### src/rtl/mac_accum_stage.sv
// Saturating dot-product accumulator fed by the multiplier stage.
// It collects vec_len unsigned products and returns the sum through a valid/ready handshake.
module mac_accum_stage #(
  parameter int PROD_W = 32,
  parameter int ACC_W  = 40,
  parameter int LEN_W  = 8
) (
  input  logic              clk,
  input  logic              rst,
  input  logic              start,
  input  logic [LEN_W-1:0]  vec_len,
  input  logic              prod_valid,
  input  logic [PROD_W-1:0] prod,
  output logic              prod_ready,
  output logic              res_valid,
  input  logic              res_ready,
  output logic [ACC_W-1:0]  res_data,
  output logic              res_sat,
  output logic              busy
);

  typedef enum logic [1:0] {
    S_IDLE  = 2'd0,
    S_ACCUM = 2'd1,
    S_DONE  = 2'd2
  } state_t;

  // Bit ACC_W of the result flags an overflow; the value is then clamped to all ones.
  function automatic logic [ACC_W:0] sat_add(input logic [ACC_W-1:0] a,
                                             input logic [PROD_W-1:0] b);
    logic [ACC_W:0] s;
    s = {1'b0, a} + {{(ACC_W + 1 - PROD_W){1'b0}}, b};
    if (s[ACC_W]) begin
      sat_add = {1'b1, {ACC_W{1'b1}}};
    end else begin
      sat_add = s;
    end
  endfunction

  state_t             state_q, state_d;
  logic [LEN_W-1:0]   len_q, len_d;
  logic [LEN_W-1:0]   cnt_q, cnt_d;
  logic [ACC_W-1:0]   acc_q, acc_d;
  logic               sat_q, sat_d;
  logic [ACC_W-1:0]   res_data_q, res_data_d;
  logic               res_sat_q, res_sat_d;
  logic               res_valid_q, res_valid_d;
  logic               prod_ready_q, prod_ready_d;
  logic               busy_q, busy_d;
  logic [ACC_W:0]     sum_s;
  logic               xfer_s;

  // Next-state, datapath and registered-output decode.
  always_comb begin
    state_d    = state_q;
    len_d      = len_q;
    cnt_d      = cnt_q;
    acc_d      = acc_q;
    sat_d      = sat_q;
    res_data_d = res_data_q;
    res_sat_d  = res_sat_q;
    sum_s      = sat_add(acc_q, prod);
    xfer_s     = prod_valid & prod_ready_q;

    case (state_q)
      S_IDLE: begin
        if (start) begin
          len_d = vec_len;
          acc_d = {ACC_W{1'b0}};
          cnt_d = {LEN_W{1'b0}};
          sat_d = 1'b0;
          if (vec_len != {LEN_W{1'b0}}) begin
            state_d = S_ACCUM;
          end else begin
            state_d    = S_DONE;
            res_data_d = {ACC_W{1'b0}};
            res_sat_d  = 1'b0;
          end
        end else begin
          state_d = S_IDLE;
        end
      end
      S_ACCUM: begin
        if (xfer_s) begin
          acc_d = sum_s[ACC_W-1:0];
          sat_d = sat_q | sum_s[ACC_W];
          cnt_d = cnt_q + LEN_W'(1);
          if (cnt_q == len_q - LEN_W'(1)) begin
            state_d    = S_DONE;
            res_data_d = sum_s[ACC_W-1:0];
            res_sat_d  = sat_q | sum_s[ACC_W];
          end else begin
            state_d = S_ACCUM;
          end
        end else begin
          state_d = S_ACCUM;
        end
      end
      S_DONE: begin
        if (res_ready) begin
          state_d = S_IDLE;
        end else begin
          state_d = S_DONE;
        end
      end
      default: begin
        state_d = S_IDLE;
      end
    endcase

    // Handshake outputs are decoded from the next state so they register alongside it.
    prod_ready_d = (state_d == S_ACCUM);
    res_valid_d  = (state_d == S_DONE);
    busy_d       = (state_d != S_IDLE);
  end

  // State and output registers with synchronous reset.
  always_ff @(posedge clk) begin
    if (rst) begin
      state_q      <= S_IDLE;
      len_q        <= {LEN_W{1'b0}};
      cnt_q        <= {LEN_W{1'b0}};
      acc_q        <= {ACC_W{1'b0}};
      sat_q        <= 1'b0;
      res_data_q   <= {ACC_W{1'b0}};
      res_sat_q    <= 1'b0;
      res_valid_q  <= 1'b0;
      prod_ready_q <= 1'b0;
      busy_q       <= 1'b0;
    end else begin
      state_q      <= state_d;
      len_q        <= len_d;
      cnt_q        <= cnt_d;
      acc_q        <= acc_d;
      sat_q        <= sat_d;
      res_data_q   <= res_data_d;
      res_sat_q    <= res_sat_d;
      res_valid_q  <= res_valid_d;
      prod_ready_q <= prod_ready_d;
      busy_q       <= busy_d;
    end
  end

  assign prod_ready = prod_ready_q;
  assign res_valid  = res_valid_q;
  assign res_data   = res_data_q;
  assign res_sat    = res_sat_q;
  assign busy       = busy_q;

endmodule

### config.mk
export PLATFORM = sky130hd
export DESIGN_NAME = mac_accum_stage
export DESIGN_NICKNAME = d
export VERILOG_FILES = /design/src/rtl/mac_accum_stage.sv
export SDC_FILE = /design/constraint.sdc
export NUM_CORES = 1
export LEC_CHECK = 0
export CAP_MARGIN = 15
export CORE_MARGIN = 2
export CORE_UTILIZATION = 53
export CTS_BUF_LIST = sky130_fd_sc_hd__clkbuf_8
export DETAILED_ROUTE_END_ITERATION = 6
export DONT_BUFFER_PORTS = 1
export PLACE_DENSITY = 0.79
export SLEW_MARGIN = 30
export SYNTH_ARGS = -nofsm -noshare
export SYNTH_HDL_FRONTEND = slang
export SYNTH_SLANG_ARGS = --single-unit
### constraint.sdc
create_clock -name clk -period 3.5 [get_ports clk]
set_input_delay 0.7 -clock clk [delete_from_list [all_inputs] [get_ports clk]]
set_output_delay 0.7 -clock clk [all_outputs]
set_load 0.01 [all_outputs]
### Word level (Yosys, flattened, before mapping)

Index checks and enable logic that the tools add are counted.

| storage, ports and cells | value |
|---|---|
| logic and storage cells | 57 |
| flip-flop bits (word level) | 103 |
| output and inout bits | 44 |
| bits of input ports | 45 |

| cells by class | value |
|---|---|
| reduce and logical (&&, ||, !) cells | 7 |
| equality and inequality tests | 9 |
| muxes and demuxes | 26 |
| $add $sub $neg | 3 |
| bitwise logic cells | 2 |

Operators with widths:

| cell | count |
|---|---|
| $mux W40 | 6 |
| $pmux W40 S2 | 2 |
| $add A40 B32 Y41 | 1 |
| $mux W41 | 1 |
| $mux W8 | 2 |
| $pmux W8 S2 | 1 |
| $mux W2 | 5 |
| $add A8 B1 Y8 const B | 1 |
| $eq A8 B8 Y1 | 1 |
| $ne A2 B2 Y1 const B | 4 |
| $reduce_bool A8 Y1 | 1 |
| $sub A8 B1 Y8 const B | 1 |
| $mux W1 | 6 |
| $pmux W2 S3 | 1 |
| $reduce_and A5 Y1 | 1 |
| $eq A2 B1 Y1 const B | 2 |
| $eq A2 B2 Y1 const B | 2 |
| $pmux W1 S2 | 2 |
| $reduce_bool A2 Y1 | 2 |
| $reduce_and A3 Y1 | 1 |
| $logic_not A2 Y1 | 1 |
| $reduce_and A2 Y1 | 1 |
| $and A1 B1 Y1 | 1 |
| $or A1 B1 Y1 | 1 |

### Depth between registers and ports, before layout

Gate-level depths: netlist (run 1).

| depth | value |
|---|---|
| depth after elaboration | 6 |
| gate-level depth with buffers | 12 |
| depth with buffers taken out | 11 |

### Least setup slack after synthesis (run 1)

No wires, ideal clock.

| path | value |
|---|---|
| path kind | input port to flip-flop |
| from | input prod[0] |
| to | register res_data_q[36], in the netlist res_data[36] |
| stages | 12 |
| setup time | 0.129 ns |
| buffers on the path | 1 |
| path slack | 0.441 ns |
| required time | 3.371 ns |
| data arrival time | 2.931 ns |
| path through | ha_1 -> fa_1 -> a211oi_1 -> o21a_1 -> a211oi_1 -> nor2_1 -> a2bb2oi_1 -> nand2_1 -> buf_2 -> a41o_1 -> o21ai_1 -> o21ai_0 |

| on the way | value |
|---|---|
| word-level cells in the longest chain between the ends | 5 |

RTL lines:

| item | line | text |
|---|---|---|
| from (decl) | 13 | `input logic [PROD_W-1:0] prod,` |
| $add A40 B32 Y41 | 32 | `s = {1'b0, a} + {{(ACC_W + 1 - PROD_W){1'b0}}, b};` |
| $mux W41 | 33 | `if (s[ACC_W]) begin` |
| $mux W40 | 88 | `if (cnt_q == len_q - LEN_W'(1)) begin` |
| $mux W40 | 84 | `if (xfer_s) begin` |
| $pmux W40 S2 | 65 | `case (state_q)` |
| to (signal assigned) | 125 | `res_data_q <= {ACC_W{1'b0}};` |
| to (signal assigned) | 136 | `res_data_q <= res_data_d;` |
| to (decl) | 45 | `logic [ACC_W-1:0] res_data_q, res_data_d;` |

Every way passes these cells. The select of a mux whose other input is x is not followed.
A chain may end at the register's enable or synchronous reset.

### Worst setup path after layout (run 1)

| path | value |
|---|---|
| from | register acc_q[0] |
| to | register res_data_q[39], in the netlist res_data[39] |

| on the way | value |
|---|---|
| word-level cells in the longest chain between the ends | 5 |

RTL lines:

| item | line | text |
|---|---|---|
| from (decl) | 43 | `logic [ACC_W-1:0] acc_q, acc_d;` |
| from (signal assigned) | 123 | `acc_q <= {ACC_W{1'b0}};` |
| $add A40 B32 Y41 | 32 |  |
| $mux W41 | 33 |  |
| $mux W40 | 88 |  |
| $mux W40 | 84 |  |
| $pmux W40 S2 | 65 |  |

Every way passes these cells. The select of a mux whose other input is x is not followed.

==> impl_metrics.py, run 1 <==
metrics = {
    "setup_path": {
        "critPathBufInv": 1,
        "critPathLaunch": "acc_q[0]",
        "crit_chain": "ha_1 > fa_1 > a211oi_1 > o21a_1 > a211oi_1 > nor2_1 > a2bb2oi_1 > nand2_1 > buf_4 > nor4b_1 > o31ai_1",
        "cp.required_ns": 3.76,
        "crit_slowest_cell": "fa_1",
        "crit_type": "register to register",
        "end_kind": "register",
        "startpoint_type": "register",
        "cp_data_arrival_time_ns": 3.28,
        "critPathMaxStageDelay_ns": 0.42,
        "worst_path_dominant_cell_family": "compound AO/OA/AOI/OAI gates",
        "reg2reg_from": "acc_q[0]",
        "worstPathMaxFanout": 10,
        "worst_path_most_repeated_cell": "a211oi_1",
    },
    "clock_network": {
        "post_cts_buffers": 0,
        "postCtsHoldBufs": 0,
        "htree_num_levels": 3,
        "clk_pin_slew_ns": 0.12,
        "cts_tree": "built",
        "cts_resized": 0,
        "clock_latency_ns": 0.40,
        "clockBufferDepth": 2,
        "clkSinkCount": 103,
        "cts_buffers": 9,
        "cts-root-buf": "clkbuf_8",
    },
    "sta": {
        "skew_ns": 0.02112,
        "rsz0062_at_grt": "no",
        "post-route-min-period_ns": 3.021,
        "slew_headroom_pct": 55.90,
        "hold_viol": 0,
        "hold_ws_ns": 0.3530,
        "worst_slew_pin_slew_ns": 0.6590,
        "maxSlewViolCount": 0,
        "tns_ns": 0,
        "worst_slack_ns": 0.4788,
        "fmax_mhz": 331.0,
        "finalSetupViolations": 0,
        "finalCritPeriodShare_pct": 86.32,
    },
    "yosys": {
        "yosysTopAreaCell": "dfxtp_1",
        "avgSynthCellArea_um2": 7.993,
        "synth.distinct_cells": 78,
        "synthMuxAreaShare_pct": 1.334,
        "syn_area_um2": 6098,
        "synthAdderAreaFrac_pct": 7.304,
        "synth_area_leaders": "dfxtp_1, nand2_1, ha_1",
        "ys_seq_elements": 103,
        "synth_top_family_by_area": "compound AO/OA/AOI/OAI gates",
        "synth_top_flop_cell": "dfxtp_1",
        "seq_area_frac_synth_pct": 33.81,
        "ys_warn_count": 0,
        "synth_compound_area_share_pct": 23.84,
        "synth-edff-count": 0,
        "postSynthCellCount": 763,
        "async_flop_share_pct": 0,
        "syn_nets": 843,
        "synth_top_area_share_pct": 33.81,
        "synth_simple_gate_area_share_pct": 21.93,
        "yosys.area_share.xor_xnor_pct": 6.750,
    },
    "grt": {
        "first_global_vias": 5337,
        "antenna_found_initial": 0,
        "grt_max_degree": 41,
        "grt_pass1_wl_um": 26080,
        "grt_overflow": 0,
        "grt_util_all_layers_pct": 25.69,
    },
    "power_and_ir_drop": {
        "swShare_pct": 29.66,
        "p_leak_nw": 2.524,
        "p_seq_share_pct": 54.3,
        "clkPwrFrac_pct": 33.0,
        "power_frac_comb_pct": 12.7,
        "switching_power_mw": 0.6561,
        "peakVddDrop_v": 0.0002754,
        "powerDensity_nw_per_um2": 350.9,
        "p_int_mw": 1.556,
    },
    "drt": {
        "ant_nets": 0,
        "routed_wl_um": 15840,
        "wire_per_inst_um": 17.76,
        "vias": 5432,
        "via_per_inst": 6.090,
        "drt_iter0_markers": 413,
        "dr.pass1.iters": 6,
        "drc_errors": 0,
    },
    "floorplanning": {
        "start_util_pct": 53.87,
        "coreArea_um2": 11320,
        "num_rows": 39,
        "die_h_um": 111.3,
        "dieArea_um2": 12380,
        "chipWidth_um": 111.3,
        "pin_count": 89,
    },
    "worst_hold_path": {
        "hp-class": "input port to register",
        "hold_start": "rst",
    },
    "placement": {
        "dp_cells": 875,
        "place_ws_ns": 0.1256,
        "hpwlAfterDp_um": 11650,
        "io_buffers": 0,
        "gp_congestion": 0.9255,
    },
    "final_layout": {
        "antenna_cells_inserted": 0,
        "fin_nets": 824,
        "final_cells": 892,
        "area_growth_pct": 3.385,
        "drive_gt1_share_pct": 7.477,
    },
    "job": {
        "drv_cap": 0,
    },
    "run_status": {
        "status": "finished clean",
    },
}
-- cells in the mapped netlist (all sizes together) (2+ instances only) --
cell type  number
clkbuf         14
nor4            5
a31oi           6
xor2           23
nand4          19
a211oi          8
o21bai          3
nor3           11
nand2b          7
a22o            9
a21oi          68
xnor2          24
nand3          12
o31a            2
a211o           2
a41o            2
mux2i           7
a21o           16
nor2           68
o21a            8
a311oi          2
dfxtp         103
nor2b           6
and4            3
or3             2
o31ai           6
ha             34
a22oi           2
buf            27
o22ai           2
o211ai          7
o21ai          80
and3            6
and2            7
nor3b           2
nand2         132
inv            11
-- power groups by stage --
stage	registers [mW]	clock network, mW	logic (mW)
floorplan	1.22	0	0.236
global placement	1.23	0	0.263
detailed placement	1.23	0	0.271
CTS	1.20	0.732	0.273
global route	1.20	0.774	0.310
finish	1.20	0.730	0.281
-- layout by cell type, fill, tap and decap left out, types with 7 or more instances in the layout --
| cell | count |
|---|---|
| mux2i_1 | 7 |
| clkbuf_8 | 9 |
| ha_1 | 34 |
| nand2b_1 | 7 |
| o21ai_0 | 70 |
| a22o_1 | 9 |
| nand3_1 | 11 |
| o21ai_1 | 10 |
| buf_4 | 11 |
| a211oi_1 | 7 |
| xnor2_1 | 24 |
| nand2_1 | 131 |
| xor2_1 | 23 |
| nand4_1 | 17 |
| nor2_1 | 66 |
| inv_1 | 11 |
| nor3_1 | 8 |
| dfxtp_1 | 103 |
| o21a_1 | 8 |
| a21o_1 | 14 |
| a21oi_1 | 67 |
-- path summary, 6_finish.rpt --
kind,cells past startpoint,slack [ns],endpoint
max,11,0.48,res_data[39]
min,1,0.35,res_data[37]
max reg2reg,11,0.48,res_data[39]
min reg2reg,2,0.46,acc_q[25]
-- sequential cells by signal, summed over array words and instances, names as in the netlist --
name / cells
len_q: 8
cnt_q: 8
busy: 1
res_valid: 1
res_data: 40
state_q: 2
prod_ready: 1
res_sat: 1
acc_q: 40
sat_q: 1
-- kinds of logic (layout without fill, tap and decap cells) --
group / after synthesis / in the layout
xor+xnor: 47 / 47
fa+ha+maj: 35 / 35
buf+inv: 53 / 39
mux: 8 / 8
compound gates: 232 / 232
simple gates: 285 / 285
flops: 103 / 103
-- layer usage --
| layer | up-vias | track usage [%] | share of wire (%) |
|---|---|---|---|
| met4 | 0 | 10.04 | 2.5 |
| met2 | 190 | 42.68 | 47 |
| met5 | - | 0 | 0 |
| met1 | 2538 | 31.72 | 42 |
| li1 | 2667 | - | - |
| met3 | 37 | 6.998 | 7.9 |
-- final cells by class --
type,instances,area [um^2]
clock buffers,9,123.9
clock inverters,7,56.30
fillers,1040,5016
inverters,11,41.29
multi-input cells,607,3732
flip-flops and latches,103,2062
well taps,143,178.9
repair buffers,12,110.1
-- worst register-to-register path, stage by stage, from the launching register on --
cell and delay, ns:
dfxtp_1 0.33, ha_1 0.21, fa_1 0.42, a211oi_1 0.27, o21a_1 0.25, a211oi_1 0.11, nor2_1 0.18, a2bb2oi_1 0.32
nand2_1 0.12, buf_4 0.20, nor4b_1 0.36, o31ai_1 0.11
-- per-stage QoR --
stage / cell area (um^2) / power (mW) / util (%)
2_1_floorplan: 6098 / 1.460 / -
4_1_cts: 6277 / 2.207 / 55.45
6_report: 6305 / 2.212 / 55.69
3_3_place_gp: 6097 / 1.491 / 53.86
3_5_place_dp: 6097 / 1.500 / 53.86
5_1_grt: 6305 / 2.288 / 55.69
Power figures use the tool's default switching activity.
==> run 2: changes to the inputs <==
TNS_END_PERCENT = 20   (was unset)
==> results of run 2 <==
Final layout, timing and power as in run 1 (identical DEF).
